<file path="src/rtl/sdr_stream_pkg.sv">
// Shared types and helpers for the SDR sample streaming path.
package sdr_stream_pkg;

    typedef enum logic [1:0] {
        ST_IDLE    = 2'd0,
        ST_HEADER  = 2'd1,
        ST_PAYLOAD = 2'd2
    } pkt_state_e;

    localparam logic [15:0] DEFAULT_SYNC_WORD = 16'hA55A;
    localparam int          BUF_DEPTH         = 4;

    function automatic logic [31:0] build_header(input logic [15:0] sync, input logic [15:0] seq);
        return {sync, seq};
    endfunction

endpackage

</file>
<file path="src/rtl/pkt_skid_buf.sv">
// Depth-4 synchronous FIFO holding fetched payload words until the stream accepts them.
module pkt_skid_buf
    import sdr_stream_pkg::*;
#(
    parameter int WIDTH = 32
) (
    input  logic             clk,
    input  logic             rst_n,
    input  logic             push,
    input  logic             pop,
    input  logic [WIDTH-1:0] din,
    output logic [WIDTH-1:0] head,
    output logic [2:0]       occupancy
);

    logic [WIDTH-1:0] mem_r [0:BUF_DEPTH-1];
    logic [1:0]       wr_ptr_r;
    logic [1:0]       rd_ptr_r;
    logic [2:0]       count_r;
    logic             do_push_s;
    logic             do_pop_s;

    // Qualify requests so the pointers never run past the stored data.
    always_comb begin
        do_pop_s  = pop && (count_r != 3'd0);
        do_push_s = push && ((count_r != 3'd4) || do_pop_s);
    end

    // Storage, pointers and occupancy.
    always_ff @(posedge clk or negedge rst_n) begin
        if (!rst_n) begin
            for (int i = 0; i < BUF_DEPTH; i++) begin
                mem_r[i] <= '0;
            end
            wr_ptr_r <= 2'd0;
            rd_ptr_r <= 2'd0;
            count_r  <= 3'd0;
        end else begin
            if (do_push_s) begin
                mem_r[wr_ptr_r] <= din;
                wr_ptr_r        <= wr_ptr_r + 2'd1;
            end
            if (do_pop_s) begin
                rd_ptr_r <= rd_ptr_r + 2'd1;
            end
            case ({do_push_s, do_pop_s})
                2'b10:   count_r <= count_r + 3'd1;
                2'b01:   count_r <= count_r - 3'd1;
                default: count_r <= count_r;
            endcase
        end
    end

    assign head      = mem_r[rd_ptr_r];
    assign occupancy = count_r;

endmodule

</file>
<file path="src/rtl/stream_packetizer.sv">
// Pops samples from the read side of async_fifo and frames them as
// header + PKT_LEN payload words on a valid/ready stream.
module stream_packetizer
    import sdr_stream_pkg::*;
#(
    parameter int          WIDTH     = 32,
    parameter int          PKT_LEN   = 256,
    parameter logic [15:0] SYNC_WORD = DEFAULT_SYNC_WORD
) (
    input  logic             clk,
    input  logic             rst_n,
    input  logic             enable,
    input  logic [WIDTH-1:0] fifo_dout,
    input  logic             fifo_empty,
    output logic             fifo_rd_en,
    output logic [WIDTH-1:0] m_data,
    output logic             m_valid,
    input  logic             m_ready,
    output logic             m_last,
    output logic [15:0]      seq_num
);

    pkt_state_e       state_r;
    pkt_state_e       state_nxt_s;
    logic [15:0]      seq_r;
    logic [16:0]      fetched_r;
    logic [15:0]      sent_r;
    logic             inflight_r;
    logic [2:0]       occ_s;
    logic [WIDTH-1:0] head_s;
    logic             start_s;
    logic             payload_valid_s;
    logic             sent_last_s;
    logic             pop_s;
    logic             last_hs_s;
    logic             fetch_ok_s;

    pkt_skid_buf #(.WIDTH(WIDTH)) u_buf (
        .clk       (clk),
        .rst_n     (rst_n),
        .push      (inflight_r),
        .pop       (pop_s),
        .din       (fifo_dout),
        .head      (head_s),
        .occupancy (occ_s)
    );

    // Handshake and fetch qualifiers; fetching stops at PKT_LEN so no word crosses a packet boundary.
    always_comb begin
        start_s         = enable && !fifo_empty;
        payload_valid_s = (occ_s != 3'd0);
        sent_last_s     = (sent_r == 16'(PKT_LEN - 1));
        pop_s           = (state_r == ST_PAYLOAD) && payload_valid_s && m_ready;
        last_hs_s       = pop_s && sent_last_s;
        fetch_ok_s      = ((state_r == ST_HEADER) || (state_r == ST_PAYLOAD)) &&
                          (fetched_r < 17'(PKT_LEN));
        fifo_rd_en      = fetch_ok_s && !fifo_empty &&
                          (({1'b0, occ_s} + {3'b000, inflight_r}) <= 4'd2);
    end

    // Next-state and stream outputs.
    always_comb begin
        state_nxt_s = state_r;
        m_valid     = 1'b0;
        m_data      = '0;
        m_last      = 1'b0;
        case (state_r)
            ST_IDLE: begin
                if (start_s) begin
                    state_nxt_s = ST_HEADER;
                end else begin
                    state_nxt_s = ST_IDLE;
                end
            end
            ST_HEADER: begin
                m_valid = 1'b1;
                m_data  = WIDTH'(build_header(SYNC_WORD, seq_r));
                if (m_ready) begin
                    state_nxt_s = ST_PAYLOAD;
                end else begin
                    state_nxt_s = ST_HEADER;
                end
            end
            ST_PAYLOAD: begin
                m_valid = payload_valid_s;
                m_data  = head_s;
                m_last  = sent_last_s;
                if (last_hs_s) begin
                    state_nxt_s = start_s ? ST_HEADER : ST_IDLE;
                end else begin
                    state_nxt_s = ST_PAYLOAD;
                end
            end
            default: begin
                state_nxt_s = ST_IDLE;
            end
        endcase
    end

    // State, sequence number and per-packet counters.
    always_ff @(posedge clk or negedge rst_n) begin
        if (!rst_n) begin
            state_r    <= ST_IDLE;
            seq_r      <= 16'd0;
            fetched_r  <= 17'd0;
            sent_r     <= 16'd0;
            inflight_r <= 1'b0;
        end else begin
            state_r    <= state_nxt_s;
            inflight_r <= fifo_rd_en;
            if (last_hs_s) begin
                seq_r     <= seq_r + 16'd1;
                fetched_r <= 17'd0;
                sent_r    <= 16'd0;
            end else begin
                if (fifo_rd_en) begin
                    fetched_r <= fetched_r + 17'd1;
                end
                if (pop_s) begin
                    sent_r <= sent_r + 16'd1;
                end
            end
        end
    end

    assign seq_num = seq_r;

endmodule

</file>
<file path="config.mk">
export PLATFORM = sky130hd
export DESIGN_NAME = stream_packetizer
export DESIGN_NICKNAME = d
export VERILOG_FILES = /design/src/rtl/sdr_stream_pkg.sv /design/src/rtl/pkt_skid_buf.sv /design/src/rtl/stream_packetizer.sv
export SDC_FILE = /design/constraint.sdc
export NUM_CORES = 1
export LEC_CHECK = 0
export ABC_AREA = 1
export CORE_MARGIN = 10
export CORE_UTILIZATION = 58
export DETAILED_ROUTE_END_ITERATION = 10
export PLACE_DENSITY = 0.84
export SKIP_CTS_REPAIR_TIMING = 1
export SLEW_MARGIN = 10
export SYNTH_ARGS = -nofsm -noshare
export SYNTH_HDL_FRONTEND = slang
export SYNTH_SLANG_ARGS = --single-unit
</file>
<file path="constraint.sdc">
create_clock -name clk -period 2.8 [get_ports clk]
set_input_delay 0.56 -clock clk [delete_from_list [all_inputs] [get_ports clk]]
set_output_delay 0.56 -clock clk [all_outputs]
set_load 0.05 [all_outputs]
</file>
==> results.json <==
{
  "cp.required_ns": 2.24,
  "total_power_uw": 10800,
  "dr.pass1.iters": 5,
  "grt_overflow": 0,
  "synth_nets": 1287,
  "crit_path_end_kind": "output port",
  "area_growth_pct": 19.49,
  "die_area_sq_um": 21450,
  "wl_per_cell_um": 16.52,
  "fin_util": 0.7030,
  "leakage_uw": 0.005886,
  "fin_crit_ns": 2.704,
  "crit_start": "state_r[1]",
  "yosysWarnings": 0,
  "cap_violations": 0,
  "grt_util_all_layers": 0.2383,
  "io_buffers": 87,
  "wl_met3_mm": 2.175,
  "reg2reg_depth": 11,
  "r2r-end": "u_buf.occupancy[2]",
  "cts.htree.levels": 4,
  "diodes": 0,
  "initial_utilization": 0.5883,
  "reg2reg_from": "state_r[0]",
  "worstSetupEndpoint": "m_data[2]",
  "p_per_area_nw_per_um2": 973.9,
  "worst-setup-path-type": "reg2out",
  "layout_commonest_cell": "nand2_1",
  "wl_met2_mm": 12.04,
  "synth_area_sq_um": 9278,
  "avgViaCountPerCell": 5.541,
  "setup_tns_ns": 0,
  "finalClockSkew_ns": 0.006972,
  "grt_setup_unrepaired": "no",
  "syn_avg_cell_area_sq_um": 7.512,
  "die_h_um": 146.5,
  "seq_area_frac_synth": 0.5044,
  "placed_cells": 1507,
  "path_cells": "inv_1, ha_1, nand2_2, o21ai_0, buf_4",
  "hold_viol_final": 0,
  "clock_path_buffers": 2,
  "layout_common_cells": "515 x nand2_1, 186 x dfrtp_1, 134 x nor2_1",
  "routed_wl_mm": 25.42,
  "cts_buffers": 17,
  "r2r_slack_ns": 0.59,
  "ys_types": 31,
  "row_count": 46,
  "cts.clk_slew.worst_paths_ns": 0.07,
  "peakVddDrop_mv": 0.6145,
  "cts_root_buffer": "clkbuf_16",
  "slowest_delay_ns": 0.40,
  "worst_slew_pin_slew_ns": 0.6367,
  "grt_pass1_vias": 8432,
  "worstSetupStartpointType": "flip-flop",
  "dieWidth_um": 146.5,
  "slew_headroom": 0.5755,
  "met1_length_mm": 10.66,
  "nets": 1362,
  "top_layer": "met4",
  "cp.arrival_ns": 2.14,
  "design.core.area_sq_um": 15770,
  "place_hpwl_mm": 16.35,
  "timing.final.max_slew_violations": 0,
  "cp_slowest_cell": "dfrtp_1",
  "finalSetupViolations": 0,
  "num_vias": 8527,
  "grt_pass1_wl_mm": 42.02,
  "grt_max_degree": 64,
  "crit_fanout": 17,
  "drive_gt1_frac": 0.08768,
  "cts.sinks": 187,
  "gp_congestion": 0.9043,
  "drt-initial-drc-count": 784,
  "hold_ws_ns": 0.1068,
  "antenna_left": 0,
  "fmax_mhz": 369.8,
  "stdcell_count": 1539,
  "ys_seq_elements": 187,
  "cts_tree": "done",
  "status": "completed",
  "min_period_over_period": 0.9658,
  "antenna_found_initial": 0,
  "drc": 0,
  "ioPinCount": 88,
  "synth_cells": 1235,
  "clk_latency_ns": 0.44,
  "hold_class": "in2async"
}
[through the flow]
step	instance area [sq um]	setup WS (ns)
floorplan	9278	0.08282
global placement	10400	0.2907
detailed placement	10400	0.2449
CTS	11060	-0.1094
global route	11090	0.01285
finish	11090	0.09576
[critical path, delay by kind of cell (launching register included)]
family	cells	cell delay, ns
compound gates	1	0.34
fa+ha+maj	1	0.33
buf+inv	2	0.34
flops	1	0.40
simple gates	1	0.30
[cell usage after synthesis, drive strengths merged]
master  number  share of area
a21oi       17         0.0096
a22oi        1        0.00081
a31oi        1        0.00067
buf         38          0.021
clkbuf      20         0.0081
dfrtp      187           0.50
fa           1         0.0022
ha          14          0.019
inv         77          0.031
nand2      521           0.21
nand3       61          0.034
nand3b       1        0.00081
nand4        8         0.0054
nor2       136          0.056
nor3        15         0.0081
o21ai       91          0.049
o21bai       1        0.00081
o22ai       24          0.016
xnor2        2         0.0019
xor2        19          0.019
[sequential cells by signal, indices dropped and copies added (netlist names)]
name	count
u_buf.mem_r	128
sent_r	16
fetched_r	17
inflight_r	1
seq_num	16
u_buf.rd_ptr_r	2
u_buf.occupancy	3
u_buf.wr_ptr_r	2
state_r	2
[report_power, final]
part / internal [uW] / switching (uW) / total [uW]
clock network: 1650 / 1040 / 2690
logic: 1420 / 2660 / 4080
registers: 3520 / 505 / 4030
total: 6590 / 4200 / 10800
[metal layers]
layer	up-vias	global-route usage
li1	4020	-
met1	4061	0.3047
met2	391	0.3863
met3	55	0.05655
met4	0	0.08659
met5	-	0
[area by class of cell]
| class | instances | area, sq um |
|---|---|---|
| fill | 1254 | 4684 |
| clock buffer | 21 | 470.5 |
| inverter | 77 | 289.0 |
| multi-input combinational | 913 | 4044 |
| clock inverter | 11 | 190.2 |
| tap | 216 | 270.3 |
| sequential | 187 | 4681 |
| timing repair buffer | 114 | 1141 |
[worst min path at each step]
stage / to / slack [ns] / cells after the start
floorplan: fetched_r[0] / 0.26 / 0
CTS: u_buf.mem_r[92] / 0.13 / 1
global placement: fetched_r[11] / 0.45 / 2
detailed placement: fetched_r[10] / 0.45 / 2
global route: u_buf.mem_r[30] / 0.16 / 1
finish: u_buf.mem_r[30] / 0.11 / 1
[logic make-up (layout without fill, tap and decap cells)]
kind of cell / count (synthesis) / count (layout) / share of synthesized area
buffers and inverters: 135 / 223 / 0.06028
AOI/OAI and AO/OA: 135 / 135 / 0.07714
and+or+nand+nor: 742 / 742 / 0.3165
DFF: 187 / 187 / 0.5044
adders and majority gates: 15 / 15 / 0.02104
xor gates and xnor gates: 21 / 21 / 0.02063
Note: power is estimated with default switching activity, not from simulation.
